==> config.mk <==
export PLATFORM = sky130hd
export DESIGN_NAME = sc_gametimer
export DESIGN_NICKNAME = d
export VERILOG_FILES = /design/src/rtl/sc_game_pkg.sv /design/src/rtl/sc_gametimer_btnsync.sv /design/src/rtl/sc_gametimer.sv
export SDC_FILE = /design/constraint.sdc
export NUM_CORES = 1
export LEC_CHECK = 0
export CAP_MARGIN = 10
export CORE_ASPECT_RATIO = 0.8
export CORE_MARGIN = 2
export CORE_UTILIZATION = 35
export CTS_CLUSTER_DIAMETER = 50
export DETAILED_ROUTE_END_ITERATION = 8
export PLACE_DENSITY_LB_ADDON = 0.15
export REMOVE_ABC_BUFFERS = 1
export SLEW_MARGIN = 15
export SYNTH_ARGS = -nofsm -noshare
export SYNTH_HDL_FRONTEND = slang
export SYNTH_SLANG_ARGS = --single-unit
==> constraint.sdc <==
create_clock -name SC_GAMETIMER_CLOCK_50 -period 3.1 [get_ports SC_GAMETIMER_CLOCK_50]
set_input_delay 0.465 -clock SC_GAMETIMER_CLOCK_50 [delete_from_list [all_inputs] [get_ports SC_GAMETIMER_CLOCK_50]]
set_output_delay 0.465 -clock SC_GAMETIMER_CLOCK_50 [all_outputs]
set_load 0.02 [all_outputs]
==> src/rtl/sc_game_pkg.sv <==
// rtl/sc_game_pkg.sv - game state encoding shared by the game timer and the row state machine
package sc_game_pkg;

    localparam int GAME_STATE_W = 2;

    typedef enum logic [GAME_STATE_W-1:0] {
        GAME_IDLE  = 2'd0,
        GAME_RUN   = 2'd1,
        GAME_PAUSE = 2'd2,
        GAME_END   = 2'd3
    } game_state_e;

endpackage

==> src/rtl/sc_gametimer_btnsync.sv <==
// rtl/sc_gametimer_btnsync.sv - 2-FF synchronizer and falling-edge pulse for an active-low button
module sc_gametimer_btnsync (
    input  logic clk,
    input  logic rst_n,
    input  logic btn_n,
    output logic fall
);

    logic sync1;
    logic sync2;
    logic sync2_d;

    // Reset to 1 so a button released at reset never looks like a press.
    always_ff @(posedge clk or negedge rst_n) begin
        if (!rst_n) begin
            sync1   <= 1'b1;
            sync2   <= 1'b1;
            sync2_d <= 1'b1;
        end else begin
            sync1   <= btn_n;
            sync2   <= sync1;
            sync2_d <= sync2;
        end
    end

    assign fall = sync2_d & ~sync2;

endmodule

==> src/rtl/sc_gametimer.sv <==
// rtl/sc_gametimer.sv - game run/stop FSM, tick prescaler and elapsed-time bus; pause via SC_GAMETIMER_PAUSE_EN
module sc_gametimer
    import sc_game_pkg::*;
#(
    parameter int TICK_DIV   = 25000000,
    parameter int TIME_WIDTH = 8,
    parameter int TIME_LIMIT = 60
) (
    input  logic                    SC_GAMETIMER_CLOCK_50,
    input  logic                    SC_GAMETIMER_RESET_InLow,
    input  logic                    SC_GAMETIMER_START_InLow,
    input  logic                    SC_GAMETIMER_CLEAR_InHigh,
`ifdef SC_GAMETIMER_PAUSE_EN
    input  logic                    SC_GAMETIMER_PAUSE_InLow,
`endif
    output logic [TIME_WIDTH-1:0]   SC_GAMETIMER_TIME_OutBUS,
    output logic                    SC_GAMETIMER_TICK_OutHigh,
    output logic [GAME_STATE_W-1:0] SC_GAMETIMER_STATE_OutBUS,
    output logic                    SC_GAMETIMER_DONE_OutHigh
);

    localparam int PRESC_W = (TICK_DIV > 1) ? $clog2(TICK_DIV) : 1;
    localparam logic [PRESC_W-1:0]    PRESC_LAST = PRESC_W'(TICK_DIV - 1);
    localparam logic [TIME_WIDTH-1:0] TIME_LAST  = TIME_WIDTH'(TIME_LIMIT - 1);

    logic clk;
    logic rst_n;
    assign clk   = SC_GAMETIMER_CLOCK_50;
    assign rst_n = SC_GAMETIMER_RESET_InLow;

    game_state_e           state_q;
    game_state_e           state_d;
    logic [PRESC_W-1:0]    presc_q;
    logic [TIME_WIDTH-1:0] time_q;
    logic                  tick_q;
    logic                  start_evt;
    logic                  terminal;

    sc_gametimer_btnsync u_start_sync (
        .clk   (clk),
        .rst_n (rst_n),
        .btn_n (SC_GAMETIMER_START_InLow),
        .fall  (start_evt)
    );

`ifdef SC_GAMETIMER_PAUSE_EN
    logic pause_evt;

    sc_gametimer_btnsync u_pause_sync (
        .clk   (clk),
        .rst_n (rst_n),
        .btn_n (SC_GAMETIMER_PAUSE_InLow),
        .fall  (pause_evt)
    );
`endif

    assign terminal = (presc_q == PRESC_LAST);

    always_ff @(posedge clk or negedge rst_n) begin
        if (!rst_n) begin
            state_q <= GAME_IDLE;
        end else begin
            state_q <= state_d;
        end
    end

    // The limit check wins over pause so the final tick always lands in END.
    always_comb begin
        state_d = state_q;
        if (SC_GAMETIMER_CLEAR_InHigh) begin
            state_d = GAME_IDLE;
        end else begin
            case (state_q)
                GAME_IDLE: if (start_evt) state_d = GAME_RUN;
                GAME_RUN: begin
                    if (terminal && (time_q == TIME_LAST)) begin
                        state_d = GAME_END;
`ifdef SC_GAMETIMER_PAUSE_EN
                    end else if (pause_evt) begin
                        state_d = GAME_PAUSE;
`endif
                    end
                end
`ifdef SC_GAMETIMER_PAUSE_EN
                GAME_PAUSE: if (pause_evt) state_d = GAME_RUN;
`endif
                GAME_END: if (start_evt) state_d = GAME_IDLE;
                default: state_d = GAME_IDLE;
            endcase
        end
    end

    always_comb begin
        SC_GAMETIMER_STATE_OutBUS = state_q;
        SC_GAMETIMER_DONE_OutHigh = (state_q == GAME_END);
    end

    // Prescaler only moves in RUN, so a pause keeps the partial tick intact.
    always_ff @(posedge clk or negedge rst_n) begin
        if (!rst_n) begin
            presc_q <= '0;
            time_q  <= '0;
            tick_q  <= 1'b0;
        end else if (SC_GAMETIMER_CLEAR_InHigh) begin
            presc_q <= '0;
            time_q  <= '0;
            tick_q  <= 1'b0;
        end else begin
            case (state_q)
                GAME_IDLE: begin
                    presc_q <= '0;
                    time_q  <= '0;
                    tick_q  <= 1'b0;
                end
                GAME_RUN: begin
                    if (terminal) begin
                        presc_q <= '0;
                        time_q  <= time_q + 1'b1;
                        tick_q  <= 1'b1;
                    end else begin
                        presc_q <= presc_q + 1'b1;
                        tick_q  <= 1'b0;
                    end
                end
                GAME_END: begin
                    tick_q <= 1'b0;
                    if (start_evt) time_q <= '0;
                end
                default: tick_q <= 1'b0;
            endcase
        end
    end

    assign SC_GAMETIMER_TIME_OutBUS  = time_q;
    assign SC_GAMETIMER_TICK_OutHigh = tick_q;

endmodule
==> impl_metrics.env, run 1 <==
export IMPL_synth_simple_area_share_pct=29.9
export IMPL_rrSetupSlack_ns=0.60
export IMPL_period_share_pct=80.5
export IMPL_peakVddDrop_mv=0.177
export IMPL_critPathLaunchType="register"
export IMPL_fmax_ghz=0.401
export IMPL_ys_warn_count=0
export IMPL_drv_slew=0
export IMPL_grt_usage_pct=17.3
export IMPL_ys_ff_latch=39
export IMPL_drc=0
export IMPL_cap_viol_max_count=0
export IMPL_synthAdderAreaFrac_pct=1.19
export IMPL_synth_area_top_cells="dfrtp_1 (43%), nand2_1 (6.1%), nor2_1 (4.5%), a21oi_1 (3.8%), dfstp_2 (3.7%)"
export IMPL_ys_seq_area_share_pct=46.5
export IMPL_worst_pin_slew_ns=0.895
export IMPL_cts_tree="built"
export IMPL_endpoint_kind="register"
export IMPL_cts_hold_buffers=0
export IMPL_status="finished, final reports clean"
export IMPL_dieArea_um2=6660
export IMPL_dp_hpwl_mm=3.83
export IMPL_worstRegToRegCells=5
export IMPL_clkTransAtPathRegs_ns=0.08
export IMPL_vias_per_cell=5.62
export IMPL_syn_to_final_growth_pct=16.8
export IMPL_routed_wl_mm=5.30
export IMPL_setup_viol_count_final=0
export IMPL_syn_instance_count=240
export IMPL_synth_top_area_share_pct=42.8
export IMPL_ys_types=41
export IMPL_std_cell_rows=25
export IMPL_cts_setup_buffers=0
export IMPL_hold_violations=0
export IMPL_place_congestion=0.833
export IMPL_antennaDiodeCount=0
export IMPL_start_util_pct=36.0
export IMPL_synthMuxAreaShare_pct=0
export IMPL_p_leak_nw=1.01
export IMPL_clock_path_buffers=2
export IMPL_synth_xor_area_share_pct=2.08
export IMPL_cts_root_buf="clkbuf_8"
export IMPL_drive_gt1_share_pct=9.65
export IMPL_syn_avg_cell_area_um2=8.78
export IMPL_r2r_start="presc_q[9]"
export IMPL_io_buffers=15
export IMPL_drtAntennaViolNets=0
export IMPL_grt_first_pass_wirelength_mm=9.05
export IMPL_grt_pass1_vias=1780
export IMPL_cts_buffers=5
export IMPL_fin_total_pwr_mw=0.933
export IMPL_die_height_um=73.4
export IMPL_cp_endpoint="SC_GAMETIMER_TIME_OutBUS[7]"
export IMPL_insertion_delay_ns=0.29
export IMPL_ios=16
export IMPL_crit_required_ns=3.33
export IMPL_die_x_um=90.7
export IMPL_synth_area_leader_cell="dfrtp_1"
export IMPL_vias=1911
export IMPL_grt_overflow=0
export IMPL_drt_iter0_drc=131
export IMPL_fin_crit_ns=2.50
export IMPL_worstPathArrival_ns=2.73
export IMPL_grt_antenna_before_repair=0
export IMPL_wl_per_cell_um=15.6
export IMPL_htreeDepth=2
export IMPL_cellPowerDensity_nw_per_um2=379
export IMPL_rsz0062_at_grt="false"
export IMPL_drtPass1Iterations=4
export IMPL_syn_area_um2=2110
export IMPL_worst_r2r_endpoint="SC_GAMETIMER_TIME_OutBUS[7]"
export IMPL_setup_tns_ns=0
export IMPL_holdCritPathClass="in -> async"
export IMPL_path_max_fanout=6
export IMPL_skew_ns=0.0119
export IMPL_final_net_count=264
export IMPL_postCtsResizedCells=0
export IMPL_path_class="reg -> reg"
export IMPL_synth_top_family_by_area="simple AND/OR/NAND/NOR gates"
export IMPL_cts_sinks=39
export IMPL_worst_hold_slack_ns=0.287
export IMPL_synth_compound_area_share_pct=18.4
export IMPL_crit_start="presc_q[9]"
export IMPL_core_um2=5850
export IMPL_grt_max_degree=40
export IMPL_mostFrequentLayoutCell="dfrtp_1"
export IMPL_slew_headroom_pct=40.3
export IMPL_layout_common_cells="dfrtp_1 (36), nand2_1 (34), nor2_1 (25)"
## layer usage
metal  share of wire (%)  GRT usage [%]  up-vias
li1                    -              -      931
met1                  52           26.3      916
met2                  40           24.1       53
met3                 5.9           3.69       11
met4                 1.7           5.98        0
met5                   0              0        -
## power by group
part           total, mW  internal (mW)  switching (mW)
Combinational     0.0374         0.0117          0.0257
Sequential         0.516          0.513         0.00260
Clock              0.379          0.203           0.176
## synth_stat cells, drive strengths merged
| cell | instances |
|---|---|
| a21o | 1 |
| a21oi | 16 |
| a22o | 5 |
| a311oi | 1 |
| a31o | 3 |
| a31oi | 11 |
| a32oi | 1 |
| a41o | 1 |
| a41oi | 3 |
| and2 | 4 |
| and3 | 7 |
| and4 | 5 |
| buf | 1 |
| clkbuf | 9 |
| dfrtp | 36 |
| dfstp | 3 |
| ha | 2 |
| inv | 1 |
| nand2 | 34 |
| nand2b | 4 |
| nand3 | 14 |
| nand3b | 1 |
| nand4 | 6 |
| nand4b | 1 |
| nor2 | 25 |
| nor2b | 2 |
| nor3 | 5 |
| nor4 | 5 |
| nor4bb | 1 |
| o211ai | 4 |
| o21a | 1 |
| o21ai | 12 |
| o31a | 1 |
| or2 | 2 |
| or3 | 2 |
| or4 | 5 |
| xnor2 | 1 |
| xor2 | 4 |
## stage by stage
stage          worst slack [ns]  util (%)  cells  cell area [µm²]
2_1_floorplan             0.618         -    230             2070
3_3_place_gp              0.639      40.4    332             2360
3_5_place_dp              0.583      40.4    332             2360
4_1_cts                   0.603      42.1    340             2460
5_1_grt                   0.513      42.1    340             2460
6_report                  0.605      42.1    340             2460
## logic make-up (layout without fill, tap and decap cells)
logic type,Yosys count,count (layout)
flip-flops,39,39
XOR/XNOR,5,5
AND/OR/NAND/NOR,123,123
buffers and inverters,11,30
AO/OA/AOI/OAI,60,60
adder cells (fa/ha/maj),2,2
## worst min path at each step
stage / depth (start not counted) / endpoint / from
5_1_grt: 1 / SC_GAMETIMER_TIME_OutBUS[2] / SC_GAMETIMER_RESET_InLow
3_3_place_gp: 0 / u_start_sync.sync2 / u_start_sync.sync1
4_1_cts: 1 / SC_GAMETIMER_TIME_OutBUS[2] / SC_GAMETIMER_RESET_InLow
3_5_place_dp: 0 / u_start_sync.sync2 / u_start_sync.sync1
2_1_floorplan: 0 / SC_GAMETIMER_STATE_OutBUS[0] / SC_GAMETIMER_RESET_InLow
6_report: 1 / SC_GAMETIMER_TIME_OutBUS[2] / SC_GAMETIMER_RESET_InLow
## state kept, by name (all words and copies together), names as in the netlist
register,flops
u_start_sync.sync2_d,1
SC_GAMETIMER_TICK_OutHigh,1
SC_GAMETIMER_STATE_OutBUS,2
u_start_sync.sync2,1
u_start_sync.sync1,1
presc_q,25
SC_GAMETIMER_TIME_OutBUS,8
## critical path, stage by stage (launching register included)
cell and delay [ns]:
dfrtp_1 0.44, or4_1 0.55, or4_1 0.41, or4_4 0.53, or4_1 0.41, nand3_1 0.10
## area by class of cell
class	count	area [µm²]
inverter	1	3.75
sequential	39	980
multi-input combinational	190	1090
clock buffer	8	100
timing repair buffer	21	190
fill	604	3390
tap	81	101
Note: power is estimated with default switching activity, not from simulation.
==> inputs of run 2 (changes only) <==
==> constraint.sdc (replaced) <==
create_clock -name SC_GAMETIMER_CLOCK_50 -period 2 [get_ports SC_GAMETIMER_CLOCK_50]
set_input_delay 0.3 -clock SC_GAMETIMER_CLOCK_50 [delete_from_list [all_inputs] [get_ports SC_GAMETIMER_CLOCK_50]]
set_output_delay 0.3 -clock SC_GAMETIMER_CLOCK_50 [all_outputs]
set_load 0.02 [all_outputs]
==> impl_metrics.env, run 2 (synthesis results as in run 1) <==
export IMPL_status="complete, but fails checks"
export IMPL_violations="setup timing"
export IMPL_grt_antenna_before_repair=0
export IMPL_fin_total_pwr_mw=1.58
export IMPL_crit_chain="or4_1 > or4_1 > or4_4 > or4_1 > nand3_1"
export IMPL_final_fill_count=541
export IMPL_fmax_ghz=0.420
export IMPL_routed_wl_mm=6.29
export IMPL_peakVddDrop_mv=0.368
export IMPL_vias=2126
export IMPL_place_congestion=0.836
export IMPL_clkTransAtPathRegs_ns=0.09
export IMPL_period_share_pct=119
export IMPL_core_um2=5850
export IMPL_dpl_cell_area_um2=2720
export IMPL_insertion_delay_ns=0.30
export IMPL_worst_hold_slack_ns=0.0522
export IMPL_die_height_um=73.4
export IMPL_dpl_cell_count=378
export IMPL_drtAntennaViolNets=0
export IMPL_setup_slack_ns=-0.378
export IMPL_finalInstanceArea_um2=3190
export IMPL_setup_viol_count_final=33
export IMPL_dieArea_um2=6660
export IMPL_grt_first_pass_wirelength_mm=9.77
export IMPL_seqCellArea_um2=980
export IMPL_ios=16
export IMPL_clock_path_buffers=2
export IMPL_slowest_delay_ns=0.52
export IMPL_rsz0062_at_grt="true"
export IMPL_path_max_fanout=6
export IMPL_cts_buffers=5
export IMPL_std_cell_rows=25
export IMPL_drive_gt1_share_pct=35.1
export IMPL_endpoint_kind="register"
export IMPL_final_net_count=321
export IMPL_final_cells=397
export IMPL_hold_violations=0
export IMPL_p_leak_nw=1.36
export IMPL_drt_iter0_drc=115
export IMPL_timing_critical_path_mode_cell="or4_1"
export IMPL_critPathLaunchType="register"
export IMPL_fin_crit_ns=2.38
export IMPL_vias_per_cell=5.36
export IMPL_drv_slew=0
export IMPL_drtPass1Iterations=4
export IMPL_drc=0
export IMPL_layout_common_cells="buf_4 (53), dfrtp_1 (36), nand2_1 (34)"
export IMPL_holdCritPathClass="in -> async"
export IMPL_path_class="reg -> reg"
export IMPL_mostFrequentLayoutCell="buf_4"
export IMPL_start_util_pct=36.0
export IMPL_dp_hpwl_mm=4.23
export IMPL_skew_ns=0.00718
export IMPL_multi_input_area_um2=1290
export IMPL_cts_root_buf="clkbuf_8"
export IMPL_cts_sinks=39
export IMPL_worst_pin_slew_ns=0.527
export IMPL_cts_tree="built"
export IMPL_largest_register="presc_q"
export IMPL_cellPowerDensity_nw_per_um2=496
export IMPL_grt_usage_pct=18.8
export IMPL_cap_viol_max_count=0
export IMPL_crit_family="simple AND/OR/NAND/NOR gates"
export IMPL_io_buffers=15
export IMPL_htreeDepth=2
export IMPL_syn_to_final_growth_pct=51.3
export IMPL_crit_buf_inv=0
export IMPL_antennaDiodeCount=0
export IMPL_largest_register_ffs=25
export IMPL_worstPathArrival_ns=2.61
export IMPL_post_place_ws_ns=-0.359
export IMPL_crit_required_ns=2.23
export IMPL_slowest_stage="or4_4"
export IMPL_die_x_um=90.7
export IMPL_grt_overflow=0
export IMPL_grt_max_degree=40
export IMPL_grt_pass1_vias=1902
export IMPL_wl_per_cell_um=15.8
export IMPL_slew_headroom_pct=64.5
[run 2: cell types whose count changed in the layout (fill, tap and decap cells not counted), moves of 3 or more]
cell,previous run,this run
a41oi_2,0,3
a21oi_2,0,6
o21ai_0,12,5
a41oi_1,3,0
a21oi_4,0,4
a21oi_1,16,6
buf_6,0,6
buf_4,6,53
o21ai_1,0,3
o21ai_2,0,4
[run 2: what timing repair did]
action                                  4_1_cts  5_1_grt
setup buffers                                 1        9
endpoints found under the setup margin       30       26
endpoints found under the hold margin         0        0
hold buffers                                  0        0
pin swaps                                     1       15
gates cloned                                  0        1
gates resized for setup                       5       53
[run 2: where the power goes]
group          switching (mW)  total [mW]  internal, mW  leakage [nW]
sequential            0.00363       0.799         0.795         0.534
combinational          0.0566       0.108        0.0516         0.773
clock                   0.304       0.675         0.372        0.0581
[run 2: through the flow]
stage	utilization, %	setup TNS, ns
2_1_floorplan	-	-7.20
3_3_place_gp	46.5	-4.35
3_5_place_dp	46.5	-4.66
4_1_cts	48.8	-1.04
5_1_grt	54.5	-11.69
6_report	54.5	-8.61
[run 2: final cells by class]
cell class	instances	share of cell area [%]
multi-input combinational	190	40.5
sequential	39	30.7
timing repair buffer	78	22.0
tap	81	3.18
clock buffer	5	2.16
clock inverter	3	1.37
inverter	1	0.118
[run 2: worst register-to-register path: stages (launching register included)]
cell	delay (ns)
dfrtp_1	0.38
or4_1	0.50
or4_1	0.41
or4_4	0.52
or4_1	0.41
nand3_1	0.09
[run 2: final timing paths]
check	depth (start not counted)	from	slack, ns	endpoint
setup reg to reg	5	presc_q[9]	-0.38	SC_GAMETIMER_TIME_OutBUS[7]
hold / removal	2	SC_GAMETIMER_RESET_InLow	0.05	SC_GAMETIMER_TIME_OutBUS[2]
max in group asynchronous	2	SC_GAMETIMER_RESET_InLow	1.58	u_start_sync.sync2_d
min in group SC_GAMETIMER_CLOCK_50	0	u_start_sync.sync1	0.36	u_start_sync.sync2
setup / recovery	5	presc_q[9]	-0.38	SC_GAMETIMER_TIME_OutBUS[7]
hold reg to reg	0	u_start_sync.sync1	0.36	u_start_sync.sync2
[run 2: layer usage]
metal	vias up	track usage, %	part of all wire, %
li1	1043	-	-
met1	1029	29.3	54
met2	45	26.9	41
met3	9	3.38	4.1
met4	0	4.27	1.1
met5	-	0	0
==> inputs of run 3 (changes only) <==
--- a/config.mk
+++ b/config.mk
@@ -12,7 +12,6 @@
 export CTS_CLUSTER_DIAMETER = 50
 export DETAILED_ROUTE_END_ITERATION = 8
 export PLACE_DENSITY_LB_ADDON = 0.15
-export REMOVE_ABC_BUFFERS = 1
 export SLEW_MARGIN = 15
 export SYNTH_ARGS = -nofsm -noshare
 export SYNTH_HDL_FRONTEND = slang
==> constraint.sdc (replaced) <==
create_clock -name SC_GAMETIMER_CLOCK_50 -period 3 [get_ports SC_GAMETIMER_CLOCK_50]
set_input_delay 0.45 -clock SC_GAMETIMER_CLOCK_50 [delete_from_list [all_inputs] [get_ports SC_GAMETIMER_CLOCK_50]]
set_output_delay 0.45 -clock SC_GAMETIMER_CLOCK_50 [all_outputs]
set_load 0.02 [all_outputs]
==> impl_metrics.env, run 3 (synthesis results as in run 1) <==
export IMPL_status="finished, final reports clean"
export IMPL_antennaDiodeCount=0
export IMPL_setup_viol_count_final=0
export IMPL_slew_headroom_pct=41.8
export IMPL_io_buffers=15
export IMPL_rrSetupSlack_ns=0.58
export IMPL_p_leak_nw=0.998
export IMPL_rsz0062_at_grt="false"
export IMPL_critPathLaunchType="register"
export IMPL_path_class="reg -> reg"
export IMPL_p_comb_share_pct=4.1
export IMPL_drt_iter0_drc=111
export IMPL_place_congestion=0.806
export IMPL_cts_hold_buffers=0
export IMPL_slowest_delay_ns=0.52
export IMPL_worst_r2r_endpoint="SC_GAMETIMER_TIME_OutBUS[7]"
export IMPL_grt_usage_pct=17.3
export IMPL_hold_violations=0
export IMPL_r2r_start="presc_q[9]"
export IMPL_worstPathArrival_ns=2.66
export IMPL_grt_overflow=0
export IMPL_htreeDepth=2
export IMPL_grt_first_pass_wirelength_mm=8.97
export IMPL_fmax_ghz=0.413
export IMPL_cts_buffers=5
export IMPL_cap_viol_max_count=0
export IMPL_final_net_count=263
export IMPL_cts_root_buf="clkbuf_8"
export IMPL_insertion_delay_ns=0.29
export IMPL_grt_antenna_before_repair=0
export IMPL_slowest_stage="or4_4"
export IMPL_ios=16
export IMPL_peakVddDrop_mv=0.184
export IMPL_start_util_pct=36.0
export IMPL_grt_max_degree=40
export IMPL_die_height_um=73.4
export IMPL_worst_pin_slew_ns=0.873
export IMPL_syn_num_nets=246
export IMPL_worstRegToRegCells=5
export IMPL_worst_hold_slack_ns=0.265
export IMPL_fin_crit_ns=2.42
export IMPL_drc=0
export IMPL_path_max_fanout=6
export IMPL_endpoint_kind="register"
export IMPL_vias=1857
export IMPL_timing_critical_path_mode_cell="or4_1"
export IMPL_p_seq_share_pct=57.8
export IMPL_crit_chain="or4_1 > or4_1 > or4_4 > or4_1 > nand3_1"
export IMPL_drtPass1Iterations=4
export IMPL_setup_tns_ns=0
export IMPL_drv_slew=0
export IMPL_grt_pass1_vias=1767
export IMPL_fin_util_pct=41.7
export IMPL_holdCritPathClass="in -> async"
export IMPL_core_um2=5850
export IMPL_std_cell_rows=25
export IMPL_drtAntennaViolNets=0
export IMPL_wl_per_cell_um=15.3
export IMPL_die_x_um=90.7
export IMPL_postCtsResizedCells=0
export IMPL_largest_register="presc_q"
export IMPL_cts_setup_buffers=0
export IMPL_mostFrequentLayoutCell="dfrtp_1"
export IMPL_crit_required_ns=3.23
export IMPL_cts_sinks=39
export IMPL_dp_hpwl_mm=3.72
export IMPL_routed_wl_mm=5.19
export IMPL_clkTransAtPathRegs_ns=0.08
export IMPL_vias_per_cell=5.48
export IMPL_cellPowerDensity_nw_per_um2=378
export IMPL_clkPwrFrac_pct=38.1
export IMPL_drive_gt1_share_pct=9.69
export IMPL_p_sw_mw=0.221
export IMPL_period_share_pct=80.7
export IMPL_final_fill_count=608
export IMPL_fin_total_pwr_mw=0.922
export IMPL_syn_to_final_growth_pct=15.7
export IMPL_skew_ns=0.00349
export IMPL_intPower_mw=0.701
export IMPL_clock_path_buffers=2
export IMPL_cts_tree="built"
export IMPL_dieArea_um2=6660
export IMPL_largest_register_ffs=25
export IMPL_layout_common_cells="dfrtp_1 (36), nand2_1 (34), nor2_1 (25)"
export IMPL_switching_share_pct=24.0
run 3: worst max path at each step:
| stage | startpoint | to | slack [ns] |
|---|---|---|---|
| 6_report | presc_q[9] | SC_GAMETIMER_TIME_OutBUS[7] | 0.58 |
| 5_1_grt | presc_q[9] | SC_GAMETIMER_TIME_OutBUS[7] | 0.47 |
| 4_1_cts | presc_q[9] | SC_GAMETIMER_TIME_OutBUS[7] | 0.57 |
| 3_5_place_dp | presc_q[9] | SC_GAMETIMER_TIME_OutBUS[7] | 0.58 |
| 3_3_place_gp | presc_q[9] | SC_GAMETIMER_TIME_OutBUS[5] | 0.61 |
| 2_1_floorplan | presc_q[9] | SC_GAMETIMER_TIME_OutBUS[5] | 0.66 |
run 3: power groups by stage:
stage,clock [mW],combinational (mW),sequential [mW]
5_1_grt,0.381,0.0443,0.534
3_3_place_gp,0,0.0391,0.543
3_5_place_dp,0,0.0391,0.543
4_1_cts,0.366,0.0393,0.533
2_1_floorplan,0,0.0162,0.544
6_report,0.351,0.0381,0.533
run 3: layout make-up:
class | count | area [µm²] | area share (%)
Clock buffer | 5 | 68.8 | 2.82
Inverter | 1 | 3.75 | 0.154
Timing Repair Buffer | 20 | 183 | 7.49
Multi-Input combinational cell | 190 | 1090 | 44.6
Clock inverter | 3 | 15.0 | 0.616
Tap cell | 81 | 101 | 4.16
Sequential cell | 39 | 980 | 40.2
run 3: stage by stage:
| step | cell area, µm² | setup slack (ns) | std cells |
|---|---|---|---|
| 2_1_floorplan | 2110 | 0.663 | 240 |
| 3_3_place_gp | 2350 | 0.612 | 331 |
| 3_5_place_dp | 2350 | 0.583 | 331 |
| 4_1_cts | 2440 | 0.573 | 339 |
| 5_1_grt | 2440 | 0.475 | 339 |
| 6_report | 2440 | 0.579 | 339 |
run 3: worst max-delay path: cells and delay by family, from the launching register on:
family           cells  cell delay [ns]
DFF                  1             0.43
and+or+nand+nor      5             1.93
run 3: per-layer routing:
layer | wire length (µm) | track usage (%)
met1 | 2760 | 26.1
met5 | 0 | 0
met4 | 65 | 5.13
met2 | 2070 | 25.1
met3 | 300 | 3.08
